<file path="src/rtl/uart_rx_wb_writer.sv">
// Buffers UART rx bytes in a FIFO and writes them as single-byte Wishbone writes into a circular RAM window,
// sharing the one RAM port with the CPU through a round-robin arbiter.
//
// state | meaning
// IDLE  | bus idle cycle; picks the next owner of the RAM port
// CPU   | CPU bus passed through to RAM until ack (or the CPU drops cyc)
// DMA   | head FIFO byte written to RAM at o_wr_ptr; held until ack

`timescale 1ns/1ps

module uart_rx_wb_writer #(
   parameter int          DEPTH  = 16,
   parameter logic [31:0] ADR_LL = 32'h00C00000,
   parameter logic [31:0] ADR_UL = 32'h00C10000
) (
   input  logic                       i_wb_clk,
   input  logic                       i_wb_rst,
   input  logic                       i_rx_done,
   input  logic [7:0]                 i_rx_data,
   input  logic [31:0]                i_cpu_adr,
   input  logic [31:0]                i_cpu_dat,
   input  logic [3:0]                 i_cpu_sel,
   input  logic                       i_cpu_we,
   input  logic                       i_cpu_cyc,
   output logic [31:0]                o_cpu_rdt,
   output logic                       o_cpu_ack,
   output logic [31:0]                o_ram_adr,
   output logic [31:0]                o_ram_dat,
   output logic [3:0]                 o_ram_sel,
   output logic                       o_ram_we,
   output logic                       o_ram_cyc,
   input  logic [31:0]                i_ram_rdt,
   input  logic                       i_ram_ack,
   output logic [31:0]                o_wr_ptr,
   output logic [$clog2(DEPTH+1)-1:0] o_count,
   output logic                       o_overflow
);

   localparam int AW = $clog2(DEPTH);
   localparam int CW = $clog2(DEPTH+1);

   typedef enum logic [1:0] {
      S_IDLE,
      S_CPU,
      S_DMA
   } state_t;

   state_t        state;
   state_t        state_nxt;
   logic          last_dma;
   logic          last_dma_nxt;

   logic [7:0]    fifo_mem [DEPTH];
   logic [AW-1:0] rd_idx;
   logic [AW-1:0] wr_idx;
   logic          push;
   logic          pop;
   logic          fifo_full;
   logic          fifo_empty;
   logic [7:0]    head;
   logic [31:0]   ptr_inc;

   assign fifo_full  = (o_count == CW'(DEPTH));
   assign fifo_empty = (o_count == '0);
   assign pop        = (state == S_DMA) && i_ram_ack;
   // A full FIFO still takes a byte when the head leaves on the same edge.
   assign push       = i_rx_done && (!fifo_full || pop);
   assign head       = fifo_mem[rd_idx];
   assign ptr_inc    = o_wr_ptr + 32'd1;

   always_ff @(posedge i_wb_clk) begin
      if (push) begin
         fifo_mem[wr_idx] <= i_rx_data;
      end
   end

   always_ff @(posedge i_wb_clk) begin
      if (i_wb_rst) begin
         state      <= S_IDLE;
         last_dma   <= 1'b1;
         rd_idx     <= '0;
         wr_idx     <= '0;
         o_count    <= '0;
         o_wr_ptr   <= ADR_LL;
         o_overflow <= 1'b0;
      end else begin
         state    <= state_nxt;
         last_dma <= last_dma_nxt;
         if (push) begin
            wr_idx <= wr_idx + 1'b1;
         end
         if (pop) begin
            rd_idx   <= rd_idx + 1'b1;
            o_wr_ptr <= (ptr_inc == ADR_UL) ? ADR_LL : ptr_inc;
         end
         if (push && !pop) begin
            o_count <= o_count + 1'b1;
         end else if (pop && !push) begin
            o_count <= o_count - 1'b1;
         end
         if (i_rx_done && !push) begin
            o_overflow <= 1'b1;
         end
      end
   end

   always_comb begin
      state_nxt    = state;
      last_dma_nxt = last_dma;
      o_ram_adr    = 32'h0;
      o_ram_dat    = 32'h0;
      o_ram_sel    = 4'h0;
      o_ram_we     = 1'b0;
      o_ram_cyc    = 1'b0;
      o_cpu_ack    = 1'b0;
      o_cpu_rdt    = 32'h0;
      case (state)
         S_IDLE: begin
            if (i_cpu_cyc && !fifo_empty) begin
               // Contention: the side that did not win last time goes first.
               if (last_dma) begin
                  state_nxt    = S_CPU;
                  last_dma_nxt = 1'b0;
               end else begin
                  state_nxt    = S_DMA;
                  last_dma_nxt = 1'b1;
               end
            end else if (i_cpu_cyc) begin
               state_nxt    = S_CPU;
               last_dma_nxt = 1'b0;
            end else if (!fifo_empty) begin
               state_nxt    = S_DMA;
               last_dma_nxt = 1'b1;
            end
         end
         S_CPU: begin
            o_ram_adr = i_cpu_adr;
            o_ram_dat = i_cpu_dat;
            o_ram_sel = i_cpu_sel;
            o_ram_we  = i_cpu_we;
            o_ram_cyc = i_cpu_cyc;
            o_cpu_ack = i_ram_ack;
            o_cpu_rdt = i_ram_rdt;
            if (i_ram_ack || !i_cpu_cyc) begin
               state_nxt = S_IDLE;
            end
         end
         S_DMA: begin
            o_ram_adr = {o_wr_ptr[31:2], 2'b00};
            o_ram_dat = {4{head}};
            o_ram_sel = 4'b0001 << o_wr_ptr[1:0];
            o_ram_we  = 1'b1;
            o_ram_cyc = 1'b1;
            if (i_ram_ack) begin
               state_nxt = S_IDLE;
            end
         end
         default: begin
            state_nxt = S_IDLE;
         end
      endcase
   end

endmodule
</file>
<file path="config.mk">
export PLATFORM = sky130hd
export DESIGN_NAME = uart_rx_wb_writer
export DESIGN_NICKNAME = d
export VERILOG_FILES = /design/src/rtl/uart_rx_wb_writer.sv
export SDC_FILE = /design/constraint.sdc
export NUM_CORES = 1
export LEC_CHECK = 0
export BUFFER_PORTS_ARGS = -buffer_cell sky130_fd_sc_hd__buf_2
export CAP_MARGIN = 40
export CORE_MARGIN = 1.5
export CORE_UTILIZATION = 40
export DETAILED_ROUTE_END_ITERATION = 12
export GPL_TIMING_DRIVEN = 0
export HOLD_SLACK_MARGIN = 0.06
export RECOVER_POWER = 50
export SLEW_MARGIN = 20
export SYNTH_ARGS = -nofsm -noshare
export SYNTH_HDL_FRONTEND = slang
export SYNTH_SLANG_ARGS = --single-unit
export TNS_END_PERCENT = 30
</file>
<file path="constraint.sdc">
create_clock -name i_wb_clk -period 3.2 [get_ports i_wb_clk]
set_clock_uncertainty 0.05 [all_clocks]
set_input_delay 0 -clock i_wb_clk [delete_from_list [all_inputs] [get_ports i_wb_clk]]
set_output_delay 0 -clock i_wb_clk [all_outputs]
set_load 0.01 [all_outputs]
</file>
Word-level counts from Yosys, hierarchy flattened
Memories as Yosys holds them, arrays and structs flattened. A register that Yosys moved wholly into a read port is not among the register bits.
Index checks and enable logic that the tools add are counted.
{"block": "word_totals", "reg_bits": 49, "input_bits": 114, "elab_cells": 65, "mem_bits_rw": 128, "mem_count": 1, "output_inout_bits": 141}
{"block": "classes", "eq_ne": 8, "mux": 25, "add_sub_neg": 5, "n_reduce_logical": 18, "shifts": 1}
{"memory": "fifo_mem", "words": 16, "word_bits": 8, "read_ports": 1, "rd_clocked_by_memory_dff": 1, "write_ports": 1, "line": "53", "rtl": "logic [7:0] fifo_mem [DEPTH];"}
{"cell": "case mux 32 bit (2 select lines)", "count": 2}
{"cell": "two-way mux 32 bit", "count": 2}
{"cell": "adder 32 x 1 -> 32 bit (second input constant)", "count": 1}
{"cell": "== test 32 x 24 -> 1 bit (second input constant)", "count": 1}
{"cell": "two-way mux 2 bit", "count": 6}
{"cell": "two-way mux 5 bit", "count": 2}
{"cell": "adder 4 x 1 -> 4 bit (second input constant)", "count": 2}
{"cell": "two-way mux 4 bit", "count": 2}
{"cell": "case mux 4 bit (2 select lines)", "count": 1}
{"cell": "two-way mux 1 bit", "count": 7}
{"cell": "logical AND 1 bit", "count": 6}
{"cell": "case mux 2 bit (3 select lines)", "count": 1}
{"cell": "adder 5 x 1 -> 5 bit (second input constant)", "count": 1}
{"cell": "== test 5 bit (second input constant)", "count": 1}
{"cell": "zero test 1 bit", "count": 5}
{"cell": "zero test 5 bit", "count": 1}
{"cell": "subtractor 5 x 1 -> 5 bit (second input constant)", "count": 1}
{"cell": "!= test 2 bit (second input constant)", "count": 2}
{"cell": "!= test 4 bit (second input constant)", "count": 1}
{"cell": "case mux 1 bit (2 select lines)", "count": 2}
{"cell": "<< shifter 1 x 2 -> 4 bit (first input constant)", "count": 1}
{"cell": "!= test 3 x 2 -> 1 bit (second input constant)", "count": 1}
{"cell": "AND reduction 3 bit", "count": 1}
{"cell": "== test 2 x 1 -> 1 bit (second input constant)", "count": 1}
{"cell": "other kinds (5)", "count": 6}

Logic depth before layout (Yosys ltp)
Gate-level depths: netlist of run 1.
{"block": "logic_depth", "depth_word": 8, "depth_mapped": 17, "mapped_depth_nobuf": 16}

Worst setup path after synthesis of run 1
Ideal clock, no wire load.
{"block": "synth_timing", "path_type": "reg2reg", "startpoint": "reg state[0]", "endpoint": "reg o_count[4]", "t_required_ps": 3080, "setup_slack_ps": 343, "stages_incl_launch_ff": 17, "setup_time_ps": 70, "synth_period_minus_slack_ps": 2857, "path_buffers": 1, "t_arrival_ps": 2737, "cell_sequence": "dfxtp_1 -> inv_1 -> ha_1 -> and2_1 -> clkbuf_1 -> inv_1 -> nand3_1 -> nand2_1 -> clkinv_1 -> ha_1 -> inv_1 -> ha_1 -> a21o_1 -> a21oi_1 -> xnor2_1 -> or3_1 -> a21oi_1"}
{"block": "synth_via", "elab_chain_cells": 7, "elab_cells_between_ends": 10, "classes_between": "eq/ne (1); mux (1); reduce/logical (8)"}
{"item": "from (decl)", "line": "48", "rtl": "state_t state;"}
{"item": "from (signal assigned)", "line": "87", "rtl": "state <= state_nxt;"}
{"item": "== test 2 bit *", "line": "65", "rtl": "assign pop = (state == S_DMA) && i_ram_ack;"}
{"item": "logical AND 1 bit *", "line": "65"}
{"item": "logical OR 1 bit *", "line": "67", "rtl": "assign push = i_rx_done && (!fifo_full || pop);"}
{"item": "logical AND 1 bit *", "line": "67"}
{"item": "via push", "line": "56", "rtl": "logic push;"}
{"item": "zero test 1 bit", "line": "98", "rtl": "end else if (pop && !push) begin"}
{"item": "logical AND 1 bit", "line": "98"}
{"item": "nonzero test 2 bit (no source line)"}
{"item": "to (signal assigned)", "line": "97", "rtl": "o_count <= o_count + 1'b1;"}
{"item": "to (signal assigned)", "line": "99", "rtl": "o_count <= o_count - 1'b1;"}
{"item": "to (decl)", "line": "35", "rtl": "output logic [$clog2(DEPTH+1)-1:0] o_count,"}
Mark *: on every way through the listed nets, which the timed path passes. The rest lies on a longest branch.
A chain may end at the register's enable or synchronous reset.

Final worst setup path of run 1
{"block": "layout_timing", "startpoint": "reg o_wr_ptr[4]", "endpoint": "reg o_wr_ptr[1]"}
{"block": "layout_via", "elab_chain_cells": 3}
{"item": "from (decl)", "line": "34", "rtl": "output logic [31:0] o_wr_ptr,"}
{"item": "from (signal assigned)", "line": "94", "rtl": "o_wr_ptr <= (ptr_inc == ADR_UL) ? ADR_LL : ptr_inc;"}
{"item": "adder 32 x 1 -> 32 bit", "line": "69", "rtl": "assign ptr_inc = o_wr_ptr + 32'd1;"}
{"item": "== test 32 x 24 -> 1 bit", "line": "94"}
{"item": "two-way mux 32 bit", "line": "94"}
No other way between the ends.

==> flow_summary.yaml, run 1 <==
outcome:
  status: "completed"
sta:
  slew_viol_final: 0
  setup-violations-final: 0
  fin_setup_tns_ns: 0
  maxSlewHeadroom: 0.489
  period_share: 0.969
  tightestPinTransition_ns: 0.766
  fmax_ghz: 0.322
  final.setup.worst_slack_ns: 0.0985
  finalCriticalPeriod_ns: 3.10
  finalHoldViolCount: 0
pwr:
  p_per_area_nw_per_um2: 565
  vdd_drop_max_mv: 0.328
  p_leak_nw: 4.46
worst_setup_path:
  crit_arrival_ns: 3.35
  r2r_cells: 8
  reg2reg_slack_ns: 0.1
  cp_data_required_time_ns: 3.45
  crit_fanout: 10
  end_kind: "register"
  crit_type: "reg -> reg"
  cp_cell_sequence: "nand4_1 -> buf_2 -> nor3_2 -> nand2_1 -> xnor2_1 -> or4_1 -> nor4_4 -> o32ai_1"
  cpMaxStageDelayCell: "or4_1"
  worst_r2r_endpoint: "o_wr_ptr[1]$_SDFFE_PP0N_"
  crit_path_max_incr_delay_ns: 0.59
  crit_buf_inv: 1
  crit_family: "simple AND/OR/NAND/NOR gates"
  start_kind: "register"
  rr_startpoint: "o_wr_ptr[4]$_SDFFE_PP0N_"
final_layout:
  drive_above_1_share: 0.294
  fin_cells: 1286
  areaGrowthSynthToFinish_pct: 25.5
  fill_cells: 1981
  diodes: 0
  multi_input_area_sq_um: 3710
  fin_nets: 1124
  fin_area_sq_um: 11100
  regArea_sq_um: 4900
placement:
  dp_cells: 1242
  post_dp_cell_area_sq_um: 10500
  port-buffer-count: 253
  place_ws_ns: -0.174
  hpwl_um: 18000
  routabilityCongestion: 0.850
floorplanning:
  die-width_um: 152
  rows: 54
  core_sq_um: 21800
  ioPinCount: 255
  die_height_um: 152
  start_util: 0.407
  dieArea_sq_um: 23100
yosys:
  ys_types: 52
  synth_edf_count: 128
  synth_seq_area_share: 0.553
  synth_nets: 840
  async_reset_ff_frac: 0
  ys_ff_latch: 181
  netlist_instances: 709
  syn_area_per_cell_sq_um: 12.5
  ys.flop_type: "edfxtp_1"
  syn_area_sq_um: 8880
  ys_warn_count: 0
grt:
  grt_start_max_net_pins: 19
  grt_pass1_vias: 6620
  grt_util_all_layers: 0.215
  antenna_found_initial: 0
  grt_overflow_total: 0
  grt_pass1_wl_um: 38200
cts:
  clock_latency_ns: 0.44
  cts.sinks: 181
  cts.reportedPaths.clkPinSlew_ns: 0.07
  htree_levels: 4
  clock_path_buffers: 2
  cts_tree: "built"
  postCtsSetupBuffers: 0
  cts_buffers: 17
  root_buffer: "clkbuf_16"
route:
  met1Wirelength_um: 11100
  drt-initial-drc-count: 599
  dr_wl_met3_um: 1320
  drt_first_pass_iters: 8
  drt-total-wl_um: 24400
  drc_errors: 0
  vias: 6735
  ant_nets: 0
  dr_wl_met2_um: 11600
  via_per_inst: 5.24
  wire_per_inst_um: 19.0
  highest_layer: "met4"
hold_path:
  worstHoldPathType: "in -> reg"
  hold_end: "o_wr_ptr[0]$_SDFFE_PP0N_"
  whs_path_depth: 3
  worstHoldStart: "i_wb_rst"
run:
  cap_viol_max_count: 0
## kinds of logic after synthesis
| logic type | after synthesis | synth area share |
|---|---|---|
| and+or+nand+nor | 241 | 0.147 |
| DFF | 181 | 0.553 |
| AOI/OAI and AO/OA | 114 | 0.0952 |
| buffers and inverters | 67 | 0.0303 |
| xor gates and xnor gates | 46 | 0.0454 |
| muxes | 43 | 0.105 |
| adders and majority gates | 17 | 0.0248 |
## where the power goes
group	internal (mW)	switching, mW
Sequential	2.61	0.0739
Clock	1.03	0.974
Combinational	0.725	0.875
Total	4.37	1.92
## how the worst max path moves through the flow
stage,start,end,cells past startpoint
4_1_cts,register,o_ram_dat[23],7
2_1_floorplan,state[0]$_SDFFE_PP0P_,o_count[4]$_SDFFE_PP0P_,16
3_5_place_dp,state[0]$_SDFFE_PP0P_,o_count[4]$_SDFFE_PP0P_,16
6_report,o_wr_ptr[4]$_SDFFE_PP0N_,o_wr_ptr[1]$_SDFFE_PP0N_,8
5_1_grt,o_wr_ptr[4]$_SDFFE_PP0N_,o_wr_ptr[16]$_SDFFE_PP0N_,8
3_3_place_gp,state[0]$_SDFFE_PP0P_,o_count[4]$_SDFFE_PP0P_,16
## tightest hold or removal path: cells and delay by family
family / cells / cell delay (ns)
and+or+nand+nor: 1 / 0.17
buffers and inverters: 1 / 0.31
AOI/OAI and AO/OA: 1 / 0.05
## timing repair
item / 4_1_cts / 5_1_grt
setup endpoints to repair: 2 / 37
resized for setup: 3 / 15
endpoints found under the hold margin: 134 / 0
hold buffers: 13 / 0
## layout make-up
| type | count | area share |
|---|---|---|
| Sequential cell | 181 | 0.440 |
| Clock buffer | 17 | 0.0382 |
| Tap cell | 280 | 0.0315 |
| Multi-Input combinational cell | 461 | 0.333 |
| Clock inverter | 15 | 0.0129 |
| Buffer | 55 | 0.0212 |
| Inverter | 11 | 0.00393 |
| Timing Repair Buffer | 266 | 0.119 |
## state kept, by name, summed over array words and instances, names as in the netlist, named ones only
register	count
o_count	5
fifo_mem	128
last_dma	1
wr_idx	4
o_overflow	1
rd_idx	4
o_wr_ptr	32
state	2
## Yosys cell counts (19+ instances only)
cell type / count / area share
and2_1: 61 / 0.043
xor2_1: 23 / 0.023
a22o_1: 34 / 0.034
xnor2_1: 23 / 0.023
mux4_2: 40 / 0.10
nand3_1: 19 / 0.011
nor2_1: 58 / 0.025
a21o_1: 36 / 0.030
edfxtp_1: 128 / 0.43
dfxtp_1: 53 / 0.12
nand2_1: 34 / 0.014
clkbuf_1: 40 / 0.017
## layout by cell type, fill, tap and decap left out, types with 23 or more instances in the layout
cell and instances:
dfxtp_1 53, a22o_1 34, and2_1 42, xor2_1 23, xnor2_1 23, buf_2 204, edfxtp_1 128, a21o_1 36
clkbuf_1 97, nand2_1 33, nor2_1 58, mux4_2 40
## layer usage
layer  GRT usage  up-vias
li1            -     3205
met1       0.295     3281
met2       0.346      224
met4      0.0606        0
met3      0.0428       25
met5           0        -
## per-stage QoR
stage | hold slack [ns] | power [mW] | util
after floorplan | 0.0489 | 3.73 | -
after global placement | 0.228 | 4.32 | 0.481
after detailed placement | 0.226 | 4.32 | 0.481
after CTS | 0.0702 | 6.34 | 0.513
after global routing | 0.0945 | 6.60 | 0.510
final | 0.0897 | 6.29 | 0.510
(Power assumes the default switching activity.)
==> run 2, diff against run 1 <==
Settings changed: PLACE_DENSITY from default to 0.7.
==> flow_summary.yaml, run 2 (synthesis results as in run 1) <==
sta:
  finalCriticalPeriod_ns: 3.03
  tightestPinTransition_ns: 0.715
  rsz0062_at_grt: "no"
  period_share: 0.948
  final.setup.worst_slack_ns: 0.168
  maxSlewHeadroom: 0.523
  finalHoldViolCount: 0
  fmax_ghz: 0.330
  setup-violations-final: 0
  slew_viol_final: 0
final_layout:
  top_regs: "fifo_mem x128, o_wr_ptr x32, o_count x5"
  fin_cells: 1286
  top_register: "fifo_mem"
  largest_reg_flops: 128
  drive_above_1_share: 0.292
  areaGrowthSynthToFinish_pct: 25.9
  fin_nets: 1124
  final_cell_mix: "203 x buf_2, 128 x edfxtp_1, 98 x clkbuf_1"
  final_common_cell: "buf_2"
  diodes: 0
worst_setup_path:
  reg2reg_slack_ns: 0.17
  crit_fanout: 7
  crit_path_max_incr_delay_ns: 0.50
  cp_data_required_time_ns: 3.43
  start_kind: "register"
  end_kind: "register"
  worst_r2r_endpoint: "o_wr_ptr[16]$_SDFFE_PP0N_"
  crit_type: "reg -> reg"
  cp_cell_sequence: "ha_1 -> nand3_1 -> or3_4 -> nor3_2 -> o22ai_1 -> or4_1 -> nor4_4 -> a211oi_1"
  crit_arrival_ns: 3.26
  r2r_cells: 8
  cpMaxStageDelayCell: "dfxtp_1"
  rr_startpoint: "o_wr_ptr[0]$_SDFFE_PP0N_"
cts:
  htree_levels: 4
  clock_path_buffers: 2
  cts_buffers: 17
  cts_tree: "built"
  cts.reportedPaths.clkPinSlew_ns: 0.08
  clock_latency_ns: 0.43
  cts.sinks: 181
  root_buffer: "clkbuf_16"
  postCtsSetupBuffers: 0
placement:
  place_ws_ns: -0.175
  hpwl_um: 17800
  routabilityCongestion: 0.906
  dp_cells: 1242
  port-buffer-count: 253
pwr:
  vdd_drop_max_mv: 0.352
  p_total_mw: 6.38
  p_per_area_nw_per_um2: 571
  p_leak_nw: 4.50
floorplanning:
  die-width_um: 152
  ioPinCount: 255
  core_sq_um: 21800
  start_util: 0.407
  dieArea_sq_um: 23100
  die_height_um: 152
  rows: 54
grt:
  use_met2: 0.351
  grt_overflow_total: 0
  grt_start_max_net_pins: 22
  use_met3: 0.0428
  grt_pass1_vias: 6587
  use_met1: 0.268
  busiest_layer: "met2"
  grt_util_all_layers: 0.207
  antenna_found_initial: 0
  grt_pass1_wl_um: 37100
route:
  drc_errors: 0
  drt_first_pass_iters: 6
  drt-initial-drc-count: 635
  vias: 6750
  drt-total-wl_um: 24100
  wire_per_inst_um: 18.8
  via_per_inst: 5.25
  ant_nets: 0
hold_path:
  worstHoldStart: "i_cpu_dat[24]"
  whs_path_depth: 3
  worstHoldPathType: "in -> out"
  hold_end: "o_ram_dat[24]"
run:
  cap_viol_max_count: 0
outcome:
  status: "completed"
==> run 2: cell types whose count changed in the layout (fill, tap and decap cells not counted), moves of 2 or more <==
cell	delta
clkinv_8	+3
and2_0	+2
and2_1	-2
clkinv_4	-2
inv_12	+2
==> run 2: critical path, delay by kind of cell, from the launching register on <==
family,cells,cell delay (ns)
AND/OR/NAND/NOR,5,1.68
flip-flops,1,0.50
adder cells (fa/ha/maj),1,0.36
AO/OA/AOI/OAI,2,0.27
==> run 2: per-stage QoR <==
| step | utilization | area, sq um | hold slack [ns] | TNS [ns] |
|---|---|---|---|---|
| floorplan | - | 8880 | 0.0489 | 0 |
| global placement | 0.481 | 10500 | 0.228 | -0.191 |
| detailed placement | 0.481 | 10500 | 0.228 | -0.227 |
| CTS | 0.515 | 11200 | 0.230 | 0 |
| global route | 0.512 | 11200 | 0.242 | 0 |
| finish | 0.512 | 11200 | 0.229 | 0 |
==> run 2: power by group <==
group	internal [mW]	total, mW	switching, mW
Combinational	0.713	1.58	0.864
Clock	1.07	2.12	1.05
Sequential	2.61	2.69	0.0759
==> run 2: per-layer routing <==
metal  vias up  wire, um
met5         -         0
met4         0       407
met3        39      1450
met2       267     12000
met1      3241     10300
li1       3203         -
==> run 2: final cells by class <==
class	count	area (sq um)
inverter	11	42.5
multi-input combinational	461	3710
fill	1908	10600
clock buffer	17	425
sequential	181	4900
buffer	55	233
tap	280	350
timing repair buffer	266	1320
clock inverter	15	189
==> run 2: worst max path at each step <==
| stage | from | slack (ns) | cells past startpoint | endpoint |
|---|---|---|---|---|
| finish | o_wr_ptr[0]$_SDFFE_PP0N_ | 0.17 | 8 | o_wr_ptr[16]$_SDFFE_PP0N_ |
| global route | state[0]$_SDFFE_PP0P_ | 0.01 | 15 | o_count[4]$_SDFFE_PP0P_ |
| CTS | state[0]$_SDFFE_PP0P_ | 0.03 | 16 | o_count[4]$_SDFFE_PP0P_ |
| detailed placement | state[0]$_SDFFE_PP0P_ | -0.17 | 16 | o_count[4]$_SDFFE_PP0P_ |
| global placement | state[0]$_SDFFE_PP0P_ | -0.16 | 16 | o_count[4]$_SDFFE_PP0P_ |
| floorplan | state[0]$_SDFFE_PP0P_ | 0.34 | 16 | o_count[4]$_SDFFE_PP0P_ |
==> run 2: timing repair <==
action                     4_1_cts  5_1_grt
pin swaps                        0        1
gates resized for setup          4       10
hold endpoints to repair       135        0
setup endpoints to repair        2       33
hold buffers                    13        0
==> run 3, diff against run 2 <==
Settings changed: RECOVER_POWER 50 to default, REMOVE_ABC_BUFFERS from default to 1.
==> flow_summary.yaml, run 3 (synthesis results as in run 1) <==
outcome:
  status: "completed"
final_layout:
  areaGrowthSynthToFinish_pct: 25.3
  largest_reg_flops: 128
  utilization: 0.510
  diodes: 0
  final_cell_mix: "254 x buf_2, 128 x edfxtp_1, 58 x nor2_1, 58 x and2_1, 51 x dfxtp_1"
  regArea_sq_um: 4910
  top_regs: "fifo_mem x128, o_wr_ptr x32, o_count x5"
  top_register: "fifo_mem"
  fin_nets: 1078
  fill_cells: 1894
  drive_above_1_share: 0.369
  multi_input_area_sq_um: 3740
  final_common_cell: "buf_2"
run:
  cap_viol_max_count: 0
cts:
  cts.sinks: 181
  cts_tree: "built"
  cts_buffers: 17
  root_buffer: "clkbuf_16"
  htree_levels: 4
  clock_path_buffers: 2
  cts.reportedPaths.clkPinSlew_ns: 0.07
  clock_latency_ns: 0.42
worst_setup_path:
  crit_path_max_incr_delay_ns: 0.54
  cp_data_required_time_ns: 3.43
  start_kind: "register"
  crit_arrival_ns: 3.20
  crit_type: "reg -> reg"
  cp_cell_sequence: "ha_1 -> nand3_1 -> nor3_4 -> nand2_1 -> xnor2_1 -> or4_1 -> nor4_2 -> o32ai_1"
  end_kind: "register"
  cpMaxStageDelayCell: "or4_1"
  crit_fanout: 7
  crit_family: "simple AND/OR/NAND/NOR gates"
  crit_buf_inv: 0
pwr:
  combPwrFrac: 0.241
  p_total_mw: 6.22
  pwr-share-clk: 0.317
  p_switching_mw: 1.82
  p_per_area_nw_per_um2: 559
  p_seq_frac: 0.443
  netSwitchingFraction: 0.293
  vdd_drop_max_mv: 0.312
  p_leak_nw: 4.69
  intPower_mw: 4.40
sta:
  slew_viol_final: 0
  tightestPinTransition_ns: 0.652
  fin_setup_tns_ns: 0
  fmax_ghz: 0.336
  final.setup.worst_slack_ns: 0.227
  finalHoldViolCount: 0
  period_share: 0.929
  rsz0062_at_grt: "no"
  finalCriticalPeriod_ns: 2.97
  maxSlewHeadroom: 0.565
  setup-violations-final: 0
grt:
  grt_start_max_net_pins: 46
  antenna_found_initial: 1
  grt_pass1_wl_um: 33600
  grt_util_all_layers: 0.179
  grt_overflow_total: 0
  grt_pass1_vias: 6316
floorplanning:
  die-width_um: 152
  ioPinCount: 255
  rows: 54
  start_util: 0.407
  die_height_um: 152
  dieArea_sq_um: 23100
  core_sq_um: 21800
route:
  wire_per_inst_um: 16.4
  ant_nets: 0
  drc_errors: 0
  drt_first_pass_iters: 5
  vias: 6368
  drt-initial-drc-count: 604
  drt-total-wl_um: 20300
  via_per_inst: 5.14
placement:
  place_ws_ns: -0.570
  hpwl_um: 14800
  routabilityCongestion: 0.848
  port-buffer-count: 254
hold_path:
  worstHoldPathType: "in -> out"
## run 3: layout make-up
| type | instances | share of cell area |
|---|---|---|
| Tap cell | 280 | 0.0315 |
| Inverter | 11 | 0.00416 |
| Clock buffer | 18 | 0.0386 |
| Timing Repair Buffer | 275 | 0.137 |
| Clock inverter | 13 | 0.0116 |
| Sequential cell | 181 | 0.442 |
| Multi-Input combinational cell | 461 | 0.336 |
## run 3: per-stage QoR
stage	area, sq um	hold slack, ns	instances
6_report	11100	0.228	1239
5_1_grt	11100	0.231	1239
4_1_cts	11100	0.229	1236
3_5_place_dp	10400	0.226	1191
3_3_place_gp	10300	0.226	1187
2_1_floorplan	8650	0.0191	653
## run 3: timing repair
action / 4_1_cts / 5_1_grt
hold buffers: 13 / 0
hold endpoints to repair: 151 / 0
gates cloned: 0 / 0
resized for setup: 4 / 6
buffers inserted: 1 / 2
endpoints found under the setup margin: 4 / 5
pin swaps: 0 / 1
## run 3: tightest hold or removal path, stage by stage
cell    delay, ns
buf_2        0.08
a21o_1       0.09
buf_2        0.11
## run 3: worst paths after layout
path	startpoint	to	slack [ns]	cells after the start
max	o_wr_ptr[0]$_SDFFE_PP0N_	o_wr_ptr[1]$_SDFFE_PP0N_	0.23	8
min	i_cpu_dat[30]	o_ram_dat[30]	0.23	3
max reg2reg	o_wr_ptr[0]$_SDFFE_PP0N_	o_wr_ptr[1]$_SDFFE_PP0N_	0.23	8
min reg2reg	o_overflow$_SDFFE_PP0P_	o_overflow$_SDFFE_PP0P_	0.43	2
## run 3: power groups by stage
| stage | sequential [mW] | combinational (mW) | clock (mW) |
|---|---|---|---|
| after floorplan | 2.79 | 0.904 | 0 |
| after global placement | 2.80 | 1.41 | 0 |
| after detailed placement | 2.81 | 1.44 | 0 |
| after CTS | 2.76 | 1.48 | 2.02 |
| after global routing | 2.78 | 1.65 | 2.11 |
| final | 2.75 | 1.50 | 1.97 |
## run 3: per-layer routing
layer  global-route usage  vias up  share of wire
li1                     -     3109              -
met1                0.239     3080           0.45
met2                0.301      165           0.50
met3               0.0345       12          0.038
met4               0.0462        2         0.0076
met5                    0        -        0.00064
